`src/rtl/rr_stream_mux_2x1_pkg.sv`:
```
`default_nettype none
// ============================================================================
// Module   : rr_stream_mux_2x1_pkg
// Brief    : Shared state and source-index encodings for rr_stream_mux_2x1.
// Revision : 1.0
// ============================================================================
package rr_stream_mux_2x1_pkg;

    typedef enum logic [0:0] {
        ST_IDLE   = 1'b0,
        ST_LOCKED = 1'b1
    } state_e;

    localparam logic SRC0 = 1'b0;
    localparam logic SRC1 = 1'b1;

endpackage
`default_nettype wire

```
`src/rtl/rr_stream_mux_2x1_mux.sv`:
```
`default_nettype none
// ============================================================================
// Module   : mux_2x1_w
// Brief    : Generic WIDTH-bit combinational 2:1 mux, select by source index.
// Revision : 1.0
// ============================================================================
module mux_2x1_w
    import rr_stream_mux_2x1_pkg::*;
#(
    parameter int WIDTH = 9
) (
    input  logic             i_sel,
    input  logic [WIDTH-1:0] i_in0,
    input  logic [WIDTH-1:0] i_in1,
    output logic [WIDTH-1:0] o_y
);

    assign o_y = (i_sel == SRC1) ? i_in1 : i_in0;

endmodule
`default_nettype wire

```
`src/rtl/rr_stream_mux_2x1.sv`:
```
`default_nettype none
// ============================================================================
// Module   : rr_stream_mux_2x1
// Brief    : Two-input round-robin stream merge with packet lock and a
//            registered output stage.
// Revision : 1.0
// ============================================================================
module rr_stream_mux_2x1
    import rr_stream_mux_2x1_pkg::*;
#(
    parameter int WIDTH     = 8,
    parameter int FIRST_PRI = 0
) (
    input  logic             clk,
    input  logic             rst_n,

    input  logic             in0_valid,
    output logic             in0_ready,
    input  logic [WIDTH-1:0] in0_data,
    input  logic             in0_last,

    input  logic             in1_valid,
    output logic             in1_ready,
    input  logic [WIDTH-1:0] in1_data,
    input  logic             in1_last,

    output logic             out_valid,
    input  logic             out_ready,
    output logic [WIDTH-1:0] out_data,
    output logic             out_last,
    output logic             out_src
);

    localparam logic c_first_pri = (FIRST_PRI != 0) ? SRC1 : SRC0;

    state_e           r_state;
    logic             r_prio;
    logic             r_lock_src;
    logic             r_out_valid;
    logic [WIDTH-1:0] r_out_data;
    logic             r_out_last;
    logic             r_out_src;

    logic             w_ld;
    logic             w_sel;
    logic             w_sel_valid;
    logic             w_xfer;
    logic [WIDTH:0]   w_mux_y;
    logic             w_sel_last;

    assign w_ld = !r_out_valid || out_ready;

    // A held lock wins outright; otherwise an uncontested source is served
    // regardless of prio, and prio only breaks ties.
    always_comb begin
        w_sel = r_prio;
        if (r_state == ST_LOCKED) begin
            w_sel = r_lock_src;
        end else if (in0_valid && !in1_valid) begin
            w_sel = SRC0;
        end else if (in1_valid && !in0_valid) begin
            w_sel = SRC1;
        end
    end

    assign w_sel_valid = (w_sel == SRC1) ? in1_valid : in0_valid;
    assign w_xfer      = w_ld && w_sel_valid;
    assign in0_ready   = w_ld && (w_sel == SRC0);
    assign in1_ready   = w_ld && (w_sel == SRC1);

    mux_2x1_w #(
        .WIDTH (WIDTH + 1)
    ) u_mux (
        .i_sel (w_sel),
        .i_in0 ({in0_last, in0_data}),
        .i_in1 ({in1_last, in1_data}),
        .o_y   (w_mux_y)
    );

    assign w_sel_last = w_mux_y[WIDTH];

    always_ff @(posedge clk or negedge rst_n) begin
        if (!rst_n) begin
            r_state     <= ST_IDLE;
            r_prio      <= c_first_pri;
            r_lock_src  <= SRC0;
            r_out_valid <= 1'b0;
            r_out_data  <= '0;
            r_out_last  <= 1'b0;
            r_out_src   <= SRC0;
        end else if (w_xfer) begin
            r_out_valid <= 1'b1;
            r_out_data  <= w_mux_y[WIDTH-1:0];
            r_out_last  <= w_sel_last;
            r_out_src   <= w_sel;
            case (r_state)
                ST_IDLE: begin
                    if (!w_sel_last) begin
                        r_state    <= ST_LOCKED;
                        r_lock_src <= w_sel;
                    end else begin
                        r_prio <= ~w_sel;
                    end
                end
                ST_LOCKED: begin
                    if (w_sel_last) begin
                        r_state <= ST_IDLE;
                        r_prio  <= ~r_lock_src;
                    end
                end
                default: r_state <= ST_IDLE;
            endcase
        end else if (w_ld) begin
            r_out_valid <= 1'b0;
        end
    end

    assign out_valid = r_out_valid;
    assign out_data  = r_out_data;
    assign out_last  = r_out_last;
    assign out_src   = r_out_src;

endmodule
`default_nettype wire

```
`config.mk`:
```
export PLATFORM = sky130hd
export DESIGN_NAME = rr_stream_mux_2x1
export DESIGN_NICKNAME = d
export VERILOG_FILES = /design/src/rtl/rr_stream_mux_2x1_pkg.sv /design/src/rtl/rr_stream_mux_2x1_mux.sv /design/src/rtl/rr_stream_mux_2x1.sv
export SDC_FILE = /design/constraint.sdc
export NUM_CORES = 1
export LEC_CHECK = 0
export ABC_AREA = 1
export ABC_CLOCK_PERIOD_IN_PS = 1900
export CORE_ASPECT_RATIO = 0.75
export CORE_MARGIN = 2
export CORE_UTILIZATION = 39
export DETAILED_ROUTE_END_ITERATION = 8
export HOLD_SLACK_MARGIN = 0.1
export PLACE_DENSITY = 0.77
export SYNTH_ARGS = -nofsm -noshare
export SYNTH_HDL_FRONTEND = slang
export SYNTH_HIERARCHICAL = 1
export SYNTH_SLANG_ARGS = --single-unit
export TNS_END_PERCENT = 50
```
`constraint.sdc`:
```
create_clock -name clk -period 1.9 [get_ports clk]
set_clock_uncertainty 0.15 [all_clocks]
set_input_delay 0.19 -clock clk [delete_from_list [all_inputs] [get_ports clk]]
set_output_delay 0.19 -clock clk [all_outputs]
set_load 0.005 [all_outputs]
```
* Word-level counts from Yosys, hierarchy flattened
Cells that the tools add are included.
** Cells by class
- $add $sub $neg :: 0
- $lt $le $gt $ge :: 0
- Divide/modulo/power cells :: 0
- Reduce and logical (&&, ||, !) cells :: 12
- Bitwise logic cells :: 4
- Mux-type cells :: 11
- Eq/ne operators :: 2
- Shift operators :: 0
- Multiply operators :: 0
** Operator list (number)
- $mux 1 :: 9
- $mux 9 :: 1
- $reduce_and 3->1 :: 2
- $logic_and 1x1->1 :: 5
- $not 1->1 :: 4
- $logic_not 1->1 :: 3
- $ne 2x1->1 const B :: 1
- $ne 2x2->1 const B :: 1
- $pmux 1 s2 :: 1
- $reduce_bool 2->1 :: 1
- $logic_or 1x1->1 :: 1
** Storage, ports and cells
- Memory bits (read-only) :: 0
- Memory bits (writable) :: 0
- Word-level logic and storage cells :: 36
- Register bits after elaboration :: 14
- Bits of input ports :: 23
- Bits in latches :: 0
- Output and inout bits :: 13
- Memories :: 0

* Depth between registers and ports, before layout
Gate-level depths: netlist of the first run.
- Word-level depth :: 8
- Gate-level depth with buffers :: 13
- Depth with buffers taken out :: 12

* Hierarchy
Netlist of the first run, hierarchy kept.
** Modules (own cells, without submodules)
- rr_stream_mux_2x1 :: cells an instance 77, times used 1, seq. area each 350.3 um^2, area an instance 639.4 um^2
- mux_2x1_w :: cells an instance 29, times used 1, seq. area each 0.0 um^2, area an instance 116.4 um^2

* Least setup slack after synthesis of the first run
OpenSTA, ideal clock, no wires.
- Kind :: register to register
- From :: register r_state
- To :: register r_lock_src
- Required time :: 1.634 ns
- Library setup time :: 0.116 ns
- Setup slack :: 0.363 ns
- Arrival time :: 1.271 ns
- Path buffers :: 1
- Stages on the path, launching flop included :: 12
- Cells stage by stage :: dfrtp_1 a21oi_1 nand2_1 nand2_4 buf_6 inv_2 nand2_1 nand2_1 nor2_1 nand2_1 nand2_1 nand2_1
** Between the ends
- Longest elaborated chain between the ends :: 4
- Elaborated cells between the ends (all ways) :: 7
** Ends and longest elaborated chain
- start: declaration :: RTL line rr_stream_mux_2x1.sv:36 : state_e r_state;
- start signal: assignment :: RTL line rr_stream_mux_2x1.sv:84 : r_state <= ST_IDLE;
- start signal: assignment :: RTL line rr_stream_mux_2x1.sv:99 : r_state <= ST_LOCKED;
- start signal: assignment :: RTL line rr_stream_mux_2x1.sv:107 : r_state <= ST_IDLE;
- $mux 1 :: RTL line rr_stream_mux_2x1.sv:57 : if (r_state == ST_LOCKED) begin
- named net w_sel :: RTL line rr_stream_mux_2x1.sv:45 : logic w_sel;
- $mux 9 :: RTL line rr_stream_mux_2x1_mux.sv:18 : assign o_y = (i_sel == SRC1) ? i_in1 : i_in0;
- named net w_mux_y[8] :: RTL line rr_stream_mux_2x1.sv:48 : logic [WIDTH:0] w_mux_y;
- $not 1->1 (no source line)
- $reduce_and 3->1 (no source line)
- end signal: assignment :: RTL line rr_stream_mux_2x1.sv:100 : r_lock_src <= w_sel;
- end: declaration :: RTL line rr_stream_mux_2x1.sv:38 : logic r_lock_src;
The timed path passes the listed nets, and every way through them passes these cells.
A chain may end at the register's enable or synchronous reset.

* Worst setup path in the final report of the first run
- From :: register r_out_valid, in the netlist out_valid
- To :: output in1_ready
** Between the ends
- Longest elaborated chain between the ends :: 3
** Ends and longest elaborated chain
- start: declaration :: RTL line rr_stream_mux_2x1.sv:39 : logic r_out_valid;
- start signal: assignment :: RTL line rr_stream_mux_2x1.sv:87 : r_out_valid <= 1'b0;
- start signal: assignment :: RTL line rr_stream_mux_2x1.sv:92 : r_out_valid <= 1'b1;
- start signal: assignment :: RTL line rr_stream_mux_2x1.sv:114 : r_out_valid <= 1'b0;
- $logic_not 1->1 :: RTL line rr_stream_mux_2x1.sv:51 : assign w_ld = !r_out_valid || out_ready;
- $logic_or 1x1->1 :: RTL line rr_stream_mux_2x1.sv:51
- $logic_and 1x1->1 :: RTL line rr_stream_mux_2x1.sv:69 : assign in1_ready = w_ld && (w_sel == SRC1);
- end: declaration :: RTL line rr_stream_mux_2x1.sv:23 : output logic in1_ready,
No other way between the ends.

==> results of run 1 <==
placed cells by master (no fill, tap or decap), drive strengths merged:
master         synthesis  final
clkdlybuf4s50          0     32
nor2                   3      3
nand2                 71     71
buf                    3     12
inv                    9      9
dfrtp                 14     14
clkbuf                 0      3
or2                    1      1
nand3                  3      3
dlymetal6s2s           0      1
a21oi                  1      1
nand4                  1      1
dlygate4sd2            0      2
stage by stage:
stage               cell area [sq um]  worst slack [ps]  hold WS [ps]  instances
finish                           1215             209.0         149.3        175
global route                     1215             100.4         207.3        175
CTS                              1212             1.868         182.4        175
detailed placement               1182            -124.9         308.7        171
global placement                 1182            -80.76         304.0        171
floorplan                       755.7             362.6        -255.6        106
sequential cells by signal (all words and copies together) (netlist names):
name / flops
out_data: 8
out_last: 1
out_src: 1
out_valid: 1
r_lock_src: 1
r_prio: 1
r_state: 1
metal layers:
layer / global-route usage, % / part of all wire (%) / vias to the layer above
li1: - / - / 409
met1: 22.12 / 44 / 344
met2: 30.00 / 47 / 28
met3: 4.286 / 7.2 / 4
met4: 7.500 / 1.8 / 0
met5: 0 / 0 / -
cells by family after synthesis:
group | after synthesis | synth area share [%]
compound gates | 1 | 0.6616
buf+inv | 12 | 8.941
flops | 14 | 46.36
simple gates | 79 | 44.04
cells in the mapped netlist (2+ instances only):
library cell and n:
nand2_1 68, inv_2 2, buf_6 3, inv_1 7, dfrtp_1 14, nand2_4 2
nand3_2 2, nor2_1 3
critical path: stages, from the launching register on:
cell and delay (ps):
dfrtp_1 350, inv_1 40, or2_2 310, inv_1 80
nor2_1 40, dlygate4sd2_1 250
what timing repair did:
item | 4_1_cts | 5_1_grt
setup buffers | 1 | 0
setup endpoints to repair | 2 | 1
cloned | 0 | 0
pin swaps | 1 | 0
gates resized for setup | 3 | 1
report_power, final:
| part | internal (uW) | switching, uW | leakage [uW] |
|---|---|---|---|
| clock | 73.3 | 86.0 | 0.0000138 |
| sequential | 443 | 85.3 | 0.000173 |
| combinational | 553 | 496 | 0.000480 |
layout make-up:
type	count	share of cell area, %
inverters	9	2.781
clock buffers	3	1.854
flip-flops and latches	14	28.84
multi-input cells	80	28.01
well taps	22	2.266
repair buffers	47	36.25
worst paths after layout:
kind | endpoint | slack [ps] | cells past startpoint
worst max-delay path | in1_ready | 210 | 5
worst min-delay path | out_data[0] | 150 | 1
worst max register to register | r_lock_src | 220 | 11
worst min register to register | out_data[0] | 330 | 2
max in group asynchronous | out_src | 1050 | 1
min in group clk | out_data[0] | 330 | 2
==> results.cfg, run 1 <==
[logic_synthesis]
synth_flop_cell = dfrtp_1
synthTopCellsByArea = dfrtp_1, nand2_1, buf_6, inv_1, nand2_4
synth_top_cell_area_share_pct = 46.36
post_synth_num_cell_types = 13
ys_ff_latch = 14
async_flop_share_pct = 100.0
yosys_warnings = 6
avgSynthCellArea_sq_um = 7.129
synth-edff-count = 0
synth_fp_nets = 129
synth.largest_area_cell = dfrtp_1
ys_seq_area_share_pct = 46.36
syn_inst = 106
netlist_area_sq_um = 755.7

[job]
maxCapViolCount = 0

[status]
status = complete, no violations

[power]
ir_drop_mv = 0.8255
p_leak_uw = 0.0006676
power.total_uw = 1737
powerDensity_mw_per_mm2 = 1430

[floorplan]
num_rows = 13
core_sq_mm = 0.001773
die_h_um = 42.12
top_level_ports = 36
dieArea_sq_mm = 0.002309
die_x_um = 54.83
initial_core_util_pct = 42.63

[critical_path]
cp_data_required_time_ps = 1560
cp_data_arrival_time_ps = 1350
setup.worst_path.start = out_valid
worstPathMaxFanout = 4
reg2reg_from = r_state
path_class = flip-flop to primary output
end_kind = primary output
startpoint_type = flip-flop

[grt]
grt_pass1_vias = 707
grt_max_degree = 15
antenna_found_initial = 0
grt_util_all_layers_pct = 18.20
overflow = 0
grt_pass1_wl_um = 2994

[clocking]
cts.sinks = 14
cts_hold_buf = 0
cts_tree = yes
htree_num_levels = 1
clk_path_buf_depth = 2
clkTransAtPathRegs_ps = 80
worstSkewPairLatency_ps = 270
numCtsBuffers = 3
cts-root-buf = clkbuf_4

[sta]
relSlewSlack_pct = 58.47
worst_pin_slew_ps = 621.0
finalSetupViolCount = 0
rsz0062_at_grt = false
hold_viol_final = 0
slew_violations = 0
fin_setup_tns_ps = 0
max_freq_mhz = 591.4
fin_crit_sh_pct = 89.00
period_minus_slack_ps = 1691

[cells_and_area]
final_nets = 178
multi_input_area_sq_um = 340.3
seq_area_sq_um = 350.3
fin_util_pct = 68.53
num_antenna_cells = 0
num-fill-cells = 179
syn_to_final_growth_pct = 60.76
layout-drive-gt1-share_pct = 15.69

[detailed_routing]
vias = 785
drc_errors = 0
drt_iter0_markers = 5
ant_nets = 0
routed_wl_um = 1833
dr.pass1.iters = 4
viasPerCell = 4.486
wire_per_inst_um = 10.47

[placed_design]
hpwl_um = 1453
port_buffers = 35
gp_congestion = 0.7569

[min_path]
hold_path_class = input pin to async pin
(Power assumes the default switching activity.)
==> run 2: changes to the inputs <==
--- a/config.mk
+++ b/config.mk
@@ -10,6 +10,7 @@
 export CORE_ASPECT_RATIO = 0.75
 export CORE_MARGIN = 2
 export CORE_UTILIZATION = 39
+export CTS_CLUSTER_DIAMETER = 150
 export DETAILED_ROUTE_END_ITERATION = 8
 export HOLD_SLACK_MARGIN = 0.1
 export PLACE_DENSITY = 0.77
==> results of run 2 <==
Final layout, timing and power as in run 1 (identical DEF).
